$ cat config.mk
export PLATFORM = sky130hd
export DESIGN_NAME = decode_skid_controller
export DESIGN_NICKNAME = d
export VERILOG_FILES = /design/src/rtl/HighLevelControl.sv /design/src/rtl/decode_skid_controller.sv
export SDC_FILE = /design/constraint.sdc
export NUM_CORES = 1
export LEC_CHECK = 0
export CORE_MARGIN = 4
export CORE_UTILIZATION = 46
export DETAILED_ROUTE_END_ITERATION = 10
export PLACE_DENSITY_LB_ADDON = 0.3
export SYNTH_ARGS = -nofsm -noshare
export SYNTH_HDL_FRONTEND = slang
export SYNTH_SLANG_ARGS = --single-unit
$ cat constraint.sdc
create_clock -name clk -period 2 [get_ports clk]
set_clock_uncertainty 0.2 [all_clocks]
set_input_delay 0.2 -clock clk [delete_from_list [all_inputs] [get_ports clk]]
set_output_delay 0.2 -clock clk [all_outputs]
set_load 0.02 [all_outputs]
$ cat src/rtl/HighLevelControl.sv
// Shared high-level control encodings used by the decode front end.
package HighLevelControl;

    typedef enum logic [2:0] {
        Imm11t0 = 3'd0,
        Imm4t0  = 3'd1,
        SType   = 3'd2,
        BType   = 3'd3,
        UType   = 3'd4,
        JType   = 3'd5
    } immSrc;

endpackage

$ cat src/rtl/decode_skid_controller.sv
// Two-entry skid buffer between fetch and decode; pre-decodes the immediate
// format of each beat at capture so ImmSrc is registered alongside the instruction.
module decode_skid_controller #(
    parameter int unsigned BIT_COUNT = 32,
    parameter int unsigned CNT_WIDTH = 16
) (
    input  logic                        clk,
    input  logic                        reset_n,
    input  logic                        FetchValid,
    output logic                        FetchReady,
    input  logic [31:0]                 FetchInstr,
    input  logic [BIT_COUNT-1:0]        FetchPC,
    input  logic                        Flush,
    output logic                        DecodeValid,
    input  logic                        DecodeReady,
    output logic [31:0]                 DecodeInstr,
    output logic [BIT_COUNT-1:0]        DecodePC,
    output HighLevelControl::immSrc     ImmSrc,
    output logic                        ImmUsed,
    output logic                        IllegalInstr,
    output logic [CNT_WIDTH-1:0]        BubbleCount
);

    import HighLevelControl::*;

    localparam int unsigned INSTR_W   = 32;
    localparam logic [INSTR_W-1:0] NOP_INSTR = INSTR_W'(32'h0000_0013);

    typedef enum logic [1:0] {
        EMPTY = 2'd0,
        ONE   = 2'd1,
        FULL  = 2'd2
    } state_t;

    state_t state, state_nxt;

    logic                 fetch_xfer, decode_xfer;
    logic                 load_main_in, load_skid_in, load_main_skid;

    logic [INSTR_W-1:0]   skid_instr;
    logic [BIT_COUNT-1:0] skid_pc;
    immSrc                skid_imm_src;
    logic                 skid_imm_used;
    logic                 skid_illegal;

    immSrc                in_imm_src;
    logic                 in_imm_used;
    logic                 in_illegal;

    logic [6:0]           opcode;
    logic [2:0]           funct3;

    assign opcode      = FetchInstr[6:0];
    assign funct3      = FetchInstr[14:12];
    assign fetch_xfer  = FetchValid & FetchReady;
    assign decode_xfer = DecodeValid & DecodeReady;

    // Immediate-format pre-decode of the incoming beat
    always_comb begin
        in_imm_src  = Imm11t0;
        in_imm_used = 1'b0;
        in_illegal  = 1'b0;
        case (opcode)
            7'b0010011: begin
                in_imm_used = 1'b1;
                in_imm_src  = (funct3 == 3'b001 || funct3 == 3'b101) ? Imm4t0 : Imm11t0;
            end
            7'b0000011, 7'b1100111: in_imm_used = 1'b1;
            7'b0100011: begin
                in_imm_used = 1'b1;
                in_imm_src  = SType;
            end
            7'b0110111, 7'b0010111: begin
                in_imm_used = 1'b1;
                in_imm_src  = UType;
            end
            7'b1101111: begin
                in_imm_used = 1'b1;
                in_imm_src  = JType;
            end
            7'b1100011: begin
                in_imm_used = 1'b1;
                in_imm_src  = BType;
            end
            7'b0110011: in_imm_used = 1'b0;
            default:    in_illegal  = 1'b1;
        endcase
    end

    always_ff @(posedge clk or negedge reset_n) begin
        if (!reset_n) begin
            state <= EMPTY;
        end else begin
            state <= state_nxt;
        end
    end

    // Next state and entry-load strobes; Flush overrides everything
    always_comb begin
        state_nxt      = state;
        load_main_in   = 1'b0;
        load_skid_in   = 1'b0;
        load_main_skid = 1'b0;
        case (state)
            EMPTY: begin
                if (fetch_xfer) begin
                    load_main_in = 1'b1;
                    state_nxt    = ONE;
                end
            end
            ONE: begin
                if (fetch_xfer && decode_xfer) begin
                    load_main_in = 1'b1;
                end else if (fetch_xfer) begin
                    load_skid_in = 1'b1;
                    state_nxt    = FULL;
                end else if (decode_xfer) begin
                    state_nxt    = EMPTY;
                end
            end
            FULL: begin
                if (decode_xfer) begin
                    load_main_skid = 1'b1;
                    state_nxt      = ONE;
                end
            end
            default: state_nxt = EMPTY;
        endcase
        if (Flush) begin
            state_nxt      = EMPTY;
            load_main_in   = 1'b0;
            load_skid_in   = 1'b0;
            load_main_skid = 1'b0;
        end
    end

    // Handshake flags are registered images of the next state
    always_ff @(posedge clk or negedge reset_n) begin
        if (!reset_n) begin
            DecodeValid <= 1'b0;
            FetchReady  <= 1'b1;
        end else begin
            DecodeValid <= (state_nxt != EMPTY);
            FetchReady  <= (state_nxt != FULL);
        end
    end

    always_ff @(posedge clk or negedge reset_n) begin
        if (!reset_n) begin
            DecodeInstr  <= NOP_INSTR;
            DecodePC     <= '0;
            ImmSrc       <= Imm11t0;
            ImmUsed      <= 1'b1;
            IllegalInstr <= 1'b0;
        end else if (load_main_in) begin
            DecodeInstr  <= FetchInstr;
            DecodePC     <= FetchPC;
            ImmSrc       <= in_imm_src;
            ImmUsed      <= in_imm_used;
            IllegalInstr <= in_illegal;
        end else if (load_main_skid) begin
            DecodeInstr  <= skid_instr;
            DecodePC     <= skid_pc;
            ImmSrc       <= skid_imm_src;
            ImmUsed      <= skid_imm_used;
            IllegalInstr <= skid_illegal;
        end
    end

    always_ff @(posedge clk or negedge reset_n) begin
        if (!reset_n) begin
            skid_instr    <= NOP_INSTR;
            skid_pc       <= '0;
            skid_imm_src  <= Imm11t0;
            skid_imm_used <= 1'b1;
            skid_illegal  <= 1'b0;
        end else if (load_skid_in) begin
            skid_instr    <= FetchInstr;
            skid_pc       <= FetchPC;
            skid_imm_src  <= in_imm_src;
            skid_imm_used <= in_imm_used;
            skid_illegal  <= in_illegal;
        end
    end

    // Starved-cycle counter, saturating
    always_ff @(posedge clk or negedge reset_n) begin
        if (!reset_n) begin
            BubbleCount <= '0;
        end else if (DecodeReady && !DecodeValid && !Flush && (BubbleCount != '1)) begin
            BubbleCount <= BubbleCount + CNT_WIDTH'(1);
        end
    end

endmodule

==> out/results.ini, run 1 <==
[clocking]
cts-root-buf=clkbuf_16
clk_pin_slew_ps=60
clockBufferDepth=2
insertion_delay_ps=420
cts.sinks=158
tritoncts=yes
cts_buffers=17
h-tree-depth=4

[placement]
port_buffers=155
dp_hpwl_microns=10800
place_inst=942
gp_congestion=0.788
dpl_worst_slack_ps=-375

[finish]
antenna_cells=0
nNetsFinal=838
stdcell_count=991
final_cell_mix=149 x dfrtp_1, 149 x clkdlybuf4s50_1, 80 x nor2_1
drive_gt1_share_pct=21.8
area_delta_synth_final_pct=41.4

[timing]
finalHoldViolCount=0
fmax_mhz=494
maxSlewViolCount=0
period_minus_slack_ps=2020
grt_setup_unrepaired=yes
max_slew.worst_pin.slew_ps=560
slew_headroom_pct=62.7
finalSetupViolCount=39
period_share_pct=101
worst_slack_ps=-23.8

[die]
ioPinCount=156
die_area_sq_um=17700
chipWidth_microns=133
num_rows=45
start_util_pct=47.0
core-area_sq_um=15300
die_h_microns=133

[worst_setup_path]
crit_type=register to register
cp.required_ps=2100
critical-path-max-stage-delay_ps=570
regToRegSetupSlack_ps=-20
arrival_ps=2130
start_kind=register
cpMaxStageDelayCell=or4_4
path_cells=a21bo_2 > or4_4 > clkbuf_16 > mux2_4
critPathBufInv=1
crit_family=simple AND/OR/NAND/NOR gates
regToRegStartpoint=DecodeValid
r2r_cells=4
crit_fanout=21
reg2reg_to=skid_instr[16]
critPathCaptureType=register

[synth]
synth_top_family_by_area=multiplexers
ys_types=44
synthAdderAreaFrac_pct=0.174
synth_cells=575
yosys.area_share.simple_pct=9.11
synth_xor_area_share_pct=1.34
synth-compound-area-share_pct=6.89
synth_mux_area_share_pct=23.5
syn_nets=645
yosysWarnings=0
seq_area_frac_synth_pct=55.3
synth_area_sq_um=7170
post_synth.cell_area_avg_sq_um=12.5
ys_ff_latch=158

[global_routing]
grt_max_degree=98
grt-ovfl-total=0
track_usage_pct=18.3
antenna_found_initial=0
grt_pass1_vias=5203
grt_pass1_wl_microns=26200

[run_status]
violations=negative setup slack
outcome=finished, violations left

[power_and_ir_drop]
p_leak_nw=4.89
ir_drop_mv=0.652
powerDensity_nw_per_um2=1260
total_power_mw=12.8

[drt]
drtIter0Drc=335
vias=5174
drtAntennaViolNets=0
drt-wirelength-per-cell_microns=18.4
wl_microns=18200
vias_per_cell=5.22
drc=0
firstDrtPassIters=4

[hold_path]
hold_path_class=primary input to asynchronous set/reset pin

[run]
max_cap_violations=0

## cell usage after synthesis, drive strengths merged
cell       n  area, sq um
dfrtp    149         3730
nor2      81          304
a21oi     78          390
mux2i     70          701
mux2      66          983
buf       21          211
nand2     16         60.1
clkbuf    11         41.3
dfstp      9          236
nand3      9         45.0
xor2       6         52.6
and4       5         43.8
nand4      5         31.3
xnor2      5         43.8
inv        4         15.0
nor3       4         20.0
o21ai      4         20.0
a31oi      3         18.8
and3       3         18.8
nor2b      3         18.8
and2       2         12.5
and3b      2         17.5
nand2b     2         12.5
nor4       2         18.8
or2        2         12.5
a21bo      1         10.0
a22oi      1         7.51
a41oi      1         8.76
and2b      1         7.51
ha         1         12.5
nor3b      1         12.5
o2111ai    1         8.76
o21a       1         7.51
o21bai     1         7.51
o221ai     1         8.76
o22ai      1         6.26
or3        1         6.26
or4        1         11.3
## cell families (layout without fill, tap and decap cells)
| logic type | Yosys count | count (layout) |
|---|---|---|
| buffers and inverters | 36 | 241 |
| AOI/OAI and AO/OA | 93 | 93 |
| and+or+nand+nor | 140 | 140 |
| xor gates and xnor gates | 11 | 11 |
| DFF | 158 | 158 |
| muxes | 136 | 136 |
| adders and majority gates | 1 | 1 |
## per-layer routing
| layer | track usage [%] | share of wire, % |
|---|---|---|
| met1 | 24.1 | 45 |
| met2 | 29.0 | 48 |
| met3 | 6.16 | 6.3 |
| met4 | 4.85 | 1.0 |
| met5 | 0 | 0 |
## worst max-delay path by stage
stage	cells past startpoint	startpoint	slack, ps	end
after floorplan	5	FetchReady	-70	skid_imm_src[0]
final	4	DecodeValid	-20	skid_instr[16]
after CTS	4	FetchReady	-60	skid_pc[27]
after global placement	5	DecodeReady	-250	skid_instr[26]
after global routing	4	state[0]	-70	skid_instr[16]
after detailed placement	7	DecodeReady	-370	BubbleCount[14]
## state kept, by name (all words and copies together) (netlist names)
register       cells
BubbleCount       16
DecodeInstr       32
DecodePC          32
DecodeValid        1
FetchReady         1
IllegalInstr       1
ImmSrc             3
ImmUsed            1
skid_illegal       1
skid_imm_src       3
skid_imm_used      1
skid_instr        32
skid_pc           32
state              2
## through the flow
stage | cell area (sq um) | setup TNS (ps) | hold slack [ps] | util (%)
2_1_floorplan | 7210 | -5100 | -296 | -
3_3_place_gp | 9100 | -25300 | 14.9 | 59.6
3_5_place_dp | 9100 | -26560 | 18.4 | 59.6
4_1_cts | 9740 | -1540 | 142 | 63.8
5_1_grt | 10100 | -3760 | 161 | 66.5
6_report | 10100 | -313 | 132 | 66.5
## power by group
group | switching (mW) | internal, mW
sequential | 0.718 | 4.34
clock | 1.27 | 2.09
combinational | 1.90 | 2.45
## worst min-delay path, delay by kind of cell
family,cells,cell delay [ps]
buffers and inverters,3,940
## cell type report
type / instances / area (sq um)
fillers: 1118 / 5110
flip-flops and latches: 158 / 3970
multi-input cells: 381 / 2990
repair buffers: 206 / 2290
clock buffers: 22 / 484
well taps: 211 / 264
clock inverters: 9 / 134
inverters: 4 / 15.0
## what timing repair did
item	4_1_cts	5_1_grt
hold buffers	1	0
pin swaps	1	3
endpoints found under the setup margin	48	114
resized for setup	3	19
cloned	0	14
buffers inserted	0	3
endpoints found under the hold margin	153	0
(Power assumes the default switching activity.)
==> run 2, diff against run 1 <==
--- a/config.mk
+++ b/config.mk
@@ -5,9 +5,12 @@
 export SDC_FILE = /design/constraint.sdc
 export NUM_CORES = 1
 export LEC_CHECK = 0
+export CELL_PAD_IN_SITES_DETAIL_PLACEMENT = 1
+export CELL_PAD_IN_SITES_GLOBAL_PLACEMENT = 1
 export CORE_MARGIN = 4
-export CORE_UTILIZATION = 46
+export CORE_UTILIZATION = 37
 export DETAILED_ROUTE_END_ITERATION = 10
+export HOLD_SLACK_MARGIN = 0.03
 export PLACE_DENSITY_LB_ADDON = 0.3
 export SYNTH_ARGS = -nofsm -noshare
 export SYNTH_HDL_FRONTEND = slang
==> run 2 against run 1 <==
  * The run still ends with negative setup slack left
  * Sequential share of layout area shrank 1.2 points
  * Hold slack lost 17 ps
  * Non-clock buffer count grew 13
  * Die area grew 23%
  * Flip-flop and latch count is the same
  * Clock power grew 2%
  * Setup slack lost 15 ps
  * Maximum frequency shrank 0.76%
  * Count of clock-buffer cells in the layout grew 2
  * Critical endpoint is now skid_pc[16]
  * Highest routed layer unchanged
==> out/results.ini, run 2 (synthesis gave the netlist of run 1 again) <==
[finish]
antenna_cells=0  ; unchanged
final_cell_mix=151 x clkdlybuf4s50_1, 148 x dfrtp_1, 72 x nor2_1
final_common_cell=clkdlybuf4s50_1
fin_util_pct=55.4  ; -11 points
area_delta_synth_final_pct=45.8
stdcell_count=1054  ; +6.4%
nNetsFinal=851  ; +1.6%
drive_gt1_share_pct=27.3  ; +5.5 points

[hold_path]
hold_path_class=primary input to asynchronous set/reset pin

[worst_setup_path]
arrival_ps=2140  ; about the same
cpMaxStageDelayCell=or4_4
critical-path-max-stage-delay_ps=590  ; +20 ps
cp.required_ps=2100  ; about the same
critPathCaptureType=register
start_kind=register
path_cells=a21bo_2 > or4_4 > buf_12 > mux2_4
crit_family=simple AND/OR/NAND/NOR gates
critPathBufInv=1  ; unchanged
crit_type=register to register
crit_fanout=22  ; +4.8%

[clocking]
clk_pin_slew_ps=60  ; about the same
tritoncts=yes
cts-root-buf=clkbuf_16
cts_buffers=17  ; unchanged
cts.sinks=158  ; unchanged
clockBufferDepth=2  ; unchanged
h-tree-depth=4  ; unchanged
insertion_delay_ps=420  ; about the same

[placement]
place_inst=1003  ; +6.5%
port_buffers=155  ; unchanged
gp_congestion=0.775  ; -1.7%
dpl_worst_slack_ps=-335  ; +39.5 ps
dp_hpwl_microns=13000  ; +21%

[global_routing]
track_usage_pct=17.6  ; -0.63 points
antenna_found_initial=0  ; unchanged
grt_max_degree=54  ; -45%
grt_pass1_wl_microns=31000  ; +18%
grt_pass1_vias=5789  ; +11%
grt-ovfl-total=0  ; unchanged

[die]
die_h_microns=147  ; +11%
core-area_sq_um=18900  ; +24%
ioPinCount=156  ; unchanged
die_area_sq_um=21700  ; +23%
start_util_pct=38.0  ; -9.0 points
num_rows=50  ; +11%
chipWidth_microns=147  ; +11%

[run_status]
violations=negative setup slack
outcome=finished, violations left

[timing]
max_slew.worst_pin.slew_ps=543  ; -16.4 ps
worst_slack_ps=-39.2  ; -15.5 ps
maxSlewViolCount=0  ; unchanged
grt_setup_unrepaired=yes
fmax_mhz=490  ; -0.76%
finalHoldViolCount=0  ; unchanged
finalSetupTns_ps=-1550  ; -1240 ps
finalSetupViolCount=60  ; +54%
period_share_pct=102  ; +0.77 points
period_minus_slack_ps=2040  ; +15.5 ps
slew_headroom_pct=63.8  ; +1.1 points

[drt]
drtIter0Drc=115  ; -66%
drt-wirelength-per-cell_microns=18.9  ; +2.8%
drtAntennaViolNets=0  ; unchanged
vias_per_cell=4.96  ; -4.9%
drc=0  ; unchanged
firstDrtPassIters=4  ; unchanged
wl_microns=19900  ; +9.3%
vias=5233  ; +1.1%

[run]
max_cap_violations=0  ; unchanged

[power_and_ir_drop]
ir_drop_mv=0.659  ; +1.0%
p_leak_nw=4.92  ; +0.55%
total_power_mw=13.1  ; +2.6%
powerDensity_nw_per_um2=1250  ; -0.50%

[run 2: cell types whose count changed in the layout (fill, tap and decap cells not counted), sizes merged]
| cell | change |
|---|---|
| inv | +1 |
| clkinv | +1 |
| clkinvlp | -3 |
| buf | +16 |
| dlymetal6s2s | -2 |
| clkbuf | -1 |
| clkdlybuf4s50 | +2 |
[run 2: final timing paths]
path	start	endpoint	slack [ps]	cells after the start
worst max register to register	DecodeValid	skid_pc[16]	-40	4
worst min register to register	skid_imm_used	skid_imm_used	290	2
max in group asynchronous	reset_n	skid_imm_used	810	3
worst min-delay path	reset_n	BubbleCount[13]	120	2
min in group clk	FetchPC[11]	skid_pc[11]	220	2
worst max-delay path	DecodeValid	skid_pc[16]	-40	4
[run 2: layout make-up]
cell class,instances,area (sq um)
Clock buffer,24,492
Clock inverter,8,129
Fill cell,1915,8440
Inverter,4,15.0
Multi-Input combinational cell,381,3170
Sequential cell,158,3970
Tap cell,260,325
Timing Repair Buffer,219,2360
[run 2: repair_timing]
item	in CTS	in global routing
gates cloned	1	8
setup buffers	0	9
pin swaps	1	5
endpoints found under the hold margin	156	0
hold buffers	1	0
resized for setup	7	63
endpoints found under the setup margin	71	130
[run 2: report_power, final]
group	switching [mW]	total [mW]	internal, mW
Clock	1.31	3.42	2.11
Combinational	2.04	4.57	2.53
Sequential	0.757	5.10	4.34
[run 2: worst register-to-register path: stages (launching register included)]
cell     delay [ps]
dfrtp_1         380
a21bo_2         200
or4_4           590
buf_12          230
mux2_4          330
[run 2: stage by stage]
stage | area, sq um | hold slack (ps)
floorplan | 7210 | -296
global placement | 9280 | -5.46
global route | 10500 | 154
CTS | 9950 | 122
finish | 10500 | 116
detailed placement | 9280 | 2.09
[run 2: routing by layer]
| layer | global-route usage [%] | routed length (microns) | vias up |
|---|---|---|---|
| li1 | - | - | 2426 |
| met1 | 23.0 | 8640 | 2669 |
| met2 | 29.2 | 10100 | 116 |
| met3 | 4.50 | 906 | 22 |
| met4 | 4.99 | 298 | 0 |
| met5 | 0 | 0 | - |
==> run 3, diff against run 2 <==
--- a/config.mk
+++ b/config.mk
@@ -12,6 +12,7 @@
 export DETAILED_ROUTE_END_ITERATION = 10
 export HOLD_SLACK_MARGIN = 0.03
 export PLACE_DENSITY_LB_ADDON = 0.3
+export SKIP_CTS_REPAIR_TIMING = 1
 export SYNTH_ARGS = -nofsm -noshare
 export SYNTH_HDL_FRONTEND = slang
 export SYNTH_SLANG_ARGS = --single-unit
==> run 3 against run 2 <==
  * The flow still finishes with violations (negative setup slack)
  * Die area did not move
  * Setup slack got worse by 42 ps
  * Power grew 1.6%
  * Via count grew 0.76%
  * Critical path depth did not move
  * Core utilization rose by 0.95 points
  * Global-route usage decreased by 0.22 points
  * Largest cell class unchanged
  * Combinational power increased by 3%
  * Register-to-register slack worse by 40 ps
  * Clock power hardly changed
  * Final area grew 1.7%
  * First-iteration DRC count rose by 52%
==> out/results.ini, run 3 (synthesis gave the netlist of run 1 again) <==
[drt]
drtIter0Drc=175  ; +52%
drtAntennaViolNets=0  ; unchanged
drt-wirelength-per-cell_microns=19.3  ; +2.1%
wl_met3_microns=938  ; +3.5%
drc=0  ; unchanged
dr_wl_met2_microns=10400  ; +2.7%
firstDrtPassIters=4  ; unchanged
routed.top_layer=met4
vias=5273  ; +0.76%
vias_per_cell=4.99  ; +0.57%
wl_met1_microns=8770  ; +1.4%
wl_microns=20400  ; +2.3%

[power_and_ir_drop]
powerDensity_nw_per_um2=1250  ; -0.10%
ir_drop_mv=0.658  ; -0.14%
p_leak_nw=5.01  ; +1.9%

[finish]
fin_util_pct=56.3  ; +0.95 points
nNetsFinal=853  ; +0.24%
drive_gt1_share_pct=30.9  ; +3.6 points
final_cell_mix=149 x clkdlybuf4s50_1, 148 x dfrtp_1, 69 x mux2i_1
antenna_cells=0  ; unchanged
area_delta_synth_final_pct=48.3
final_common_cell=clkdlybuf4s50_1

[placement]
dp_hpwl_microns=13000  ; unchanged
port_buffers=155  ; unchanged
gp_congestion=0.775  ; unchanged

[timing]
fmax_mhz=481  ; -2.0%
finalSetupViolCount=77  ; +28%
holdWs_ps=105  ; -10.8 ps
period_share_pct=104  ; +2.1 points
worst_slack_ps=-80.8  ; -41.5 ps
maxSlewViolCount=0  ; unchanged
finalHoldViolCount=0  ; unchanged
grt_setup_unrepaired=yes
period_minus_slack_ps=2080  ; +41.5 ps
slew_headroom_pct=63.9  ; +0.098 points
max_slew.worst_pin.slew_ps=542  ; -1.47 ps

[clocking]
cts-root-buf=clkbuf_16
clockBufferDepth=2  ; unchanged
insertion_delay_ps=420  ; about the same
h-tree-depth=4  ; unchanged
cts.sinks=158  ; unchanged
cts_buffers=17  ; unchanged
clk_pin_slew_ps=70  ; about the same
tritoncts=yes

[worst_setup_path]
arrival_ps=2180  ; +40 ps
crit_fanout=22  ; unchanged
critPathCaptureType=register
start_kind=register
crit_type=register to register
cp.required_ps=2100  ; about the same

[die]
num_rows=50  ; unchanged
start_util_pct=38.0  ; unchanged
die_h_microns=147  ; unchanged
core-area_sq_um=18900  ; unchanged
die_area_sq_um=21700  ; unchanged
chipWidth_microns=147  ; unchanged
ioPinCount=156  ; unchanged

[global_routing]
antenna_found_initial=0  ; unchanged
grt_pass1_wl_microns=30600  ; -1.1%
grt-ovfl-total=0  ; unchanged
grt_pass1_vias=5741  ; -0.83%
grt_max_degree=54  ; unchanged
track_usage_pct=17.4  ; -0.22 points

[run_status]
outcome=finished, violations left
violations=negative setup slack

[run]
max_cap_violations=0  ; unchanged

[hold_path]
hold_path_class=primary input to asynchronous set/reset pin

-- run 3: cell types whose count changed in the layout (fill, tap and decap cells not counted), sizes merged --
| cell | before | now |
|---|---|---|
| buf | 57 | 59 |
| clkdlybuf4s50 | 151 | 149 |
| dlygate4sd2 | 2 | 0 |
| dlymetal6s2s | 1 | 5 |
-- run 3: worst max-delay path, cell delays in order, from the launching register on --
cell     delay [ps]
dfrtp_1         390
a21bo_2         210
or4_4           610
buf_12          230
mux2_4          310
-- run 3: worst paths after layout --
check	startpoint	depth (start not counted)	slack, ps	endpoint
max	DecodeValid	4	-80	skid_pc[17]
min reg2reg	skid_imm_used	2	290	skid_imm_used
max reg2reg	DecodeValid	4	-80	skid_pc[17]
min	reset_n	2	100	BubbleCount[15]
min in group clk	FetchPC[11]	2	220	skid_pc[11]
max in group asynchronous	reset_n	3	820	skid_imm_used
-- run 3: power breakdown --
group          internal, mW  leakage (nW)  switching (mW)  total (mW)
logic                  2.61          2.84            2.09        4.70
registers              4.34          1.88           0.830        5.17
clock network          2.11         0.301            1.32        3.43
total                  9.06          5.01            4.24        13.3
-- run 3: final cells by class --
cell class / instances / area [sq um]
multi-input cells: 381 / 3310
clock inverters: 8 / 129
inverters: 4 / 15.0
clock buffers: 24 / 492
well taps: 260 / 325
flip-flops and latches: 158 / 3970
repair buffers: 221 / 2400
fillers: 1905 / 8260
-- run 3: layer usage --
| metal | GRT usage [%] | up-vias |
|---|---|---|
| li1 | - | 2431 |
| met1 | 22.6 | 2684 |
| met2 | 29.0 | 136 |
| met3 | 4.50 | 22 |
| met4 | 4.85 | 0 |
| met5 | 0 | - |
-- run 3: metrics by stage --
stage | power, mW | area (sq um) | setup slack, ps | TNS (ps) | std cells
detailed placement | 9.36 | 9280 | -335 | -32020 | 1003
finish | 13.3 | 10600 | -80.8 | -3360 | 1056
floorplan | 7.39 | 7210 | -71.2 | -5100 | 575
CTS | 12.9 | 9900 | -99.1 | -3470 | 1035
global placement | 9.14 | 9280 | -292 | -30330 | 1003
global route | 14.0 | 10600 | -151 | -8760 | 1056
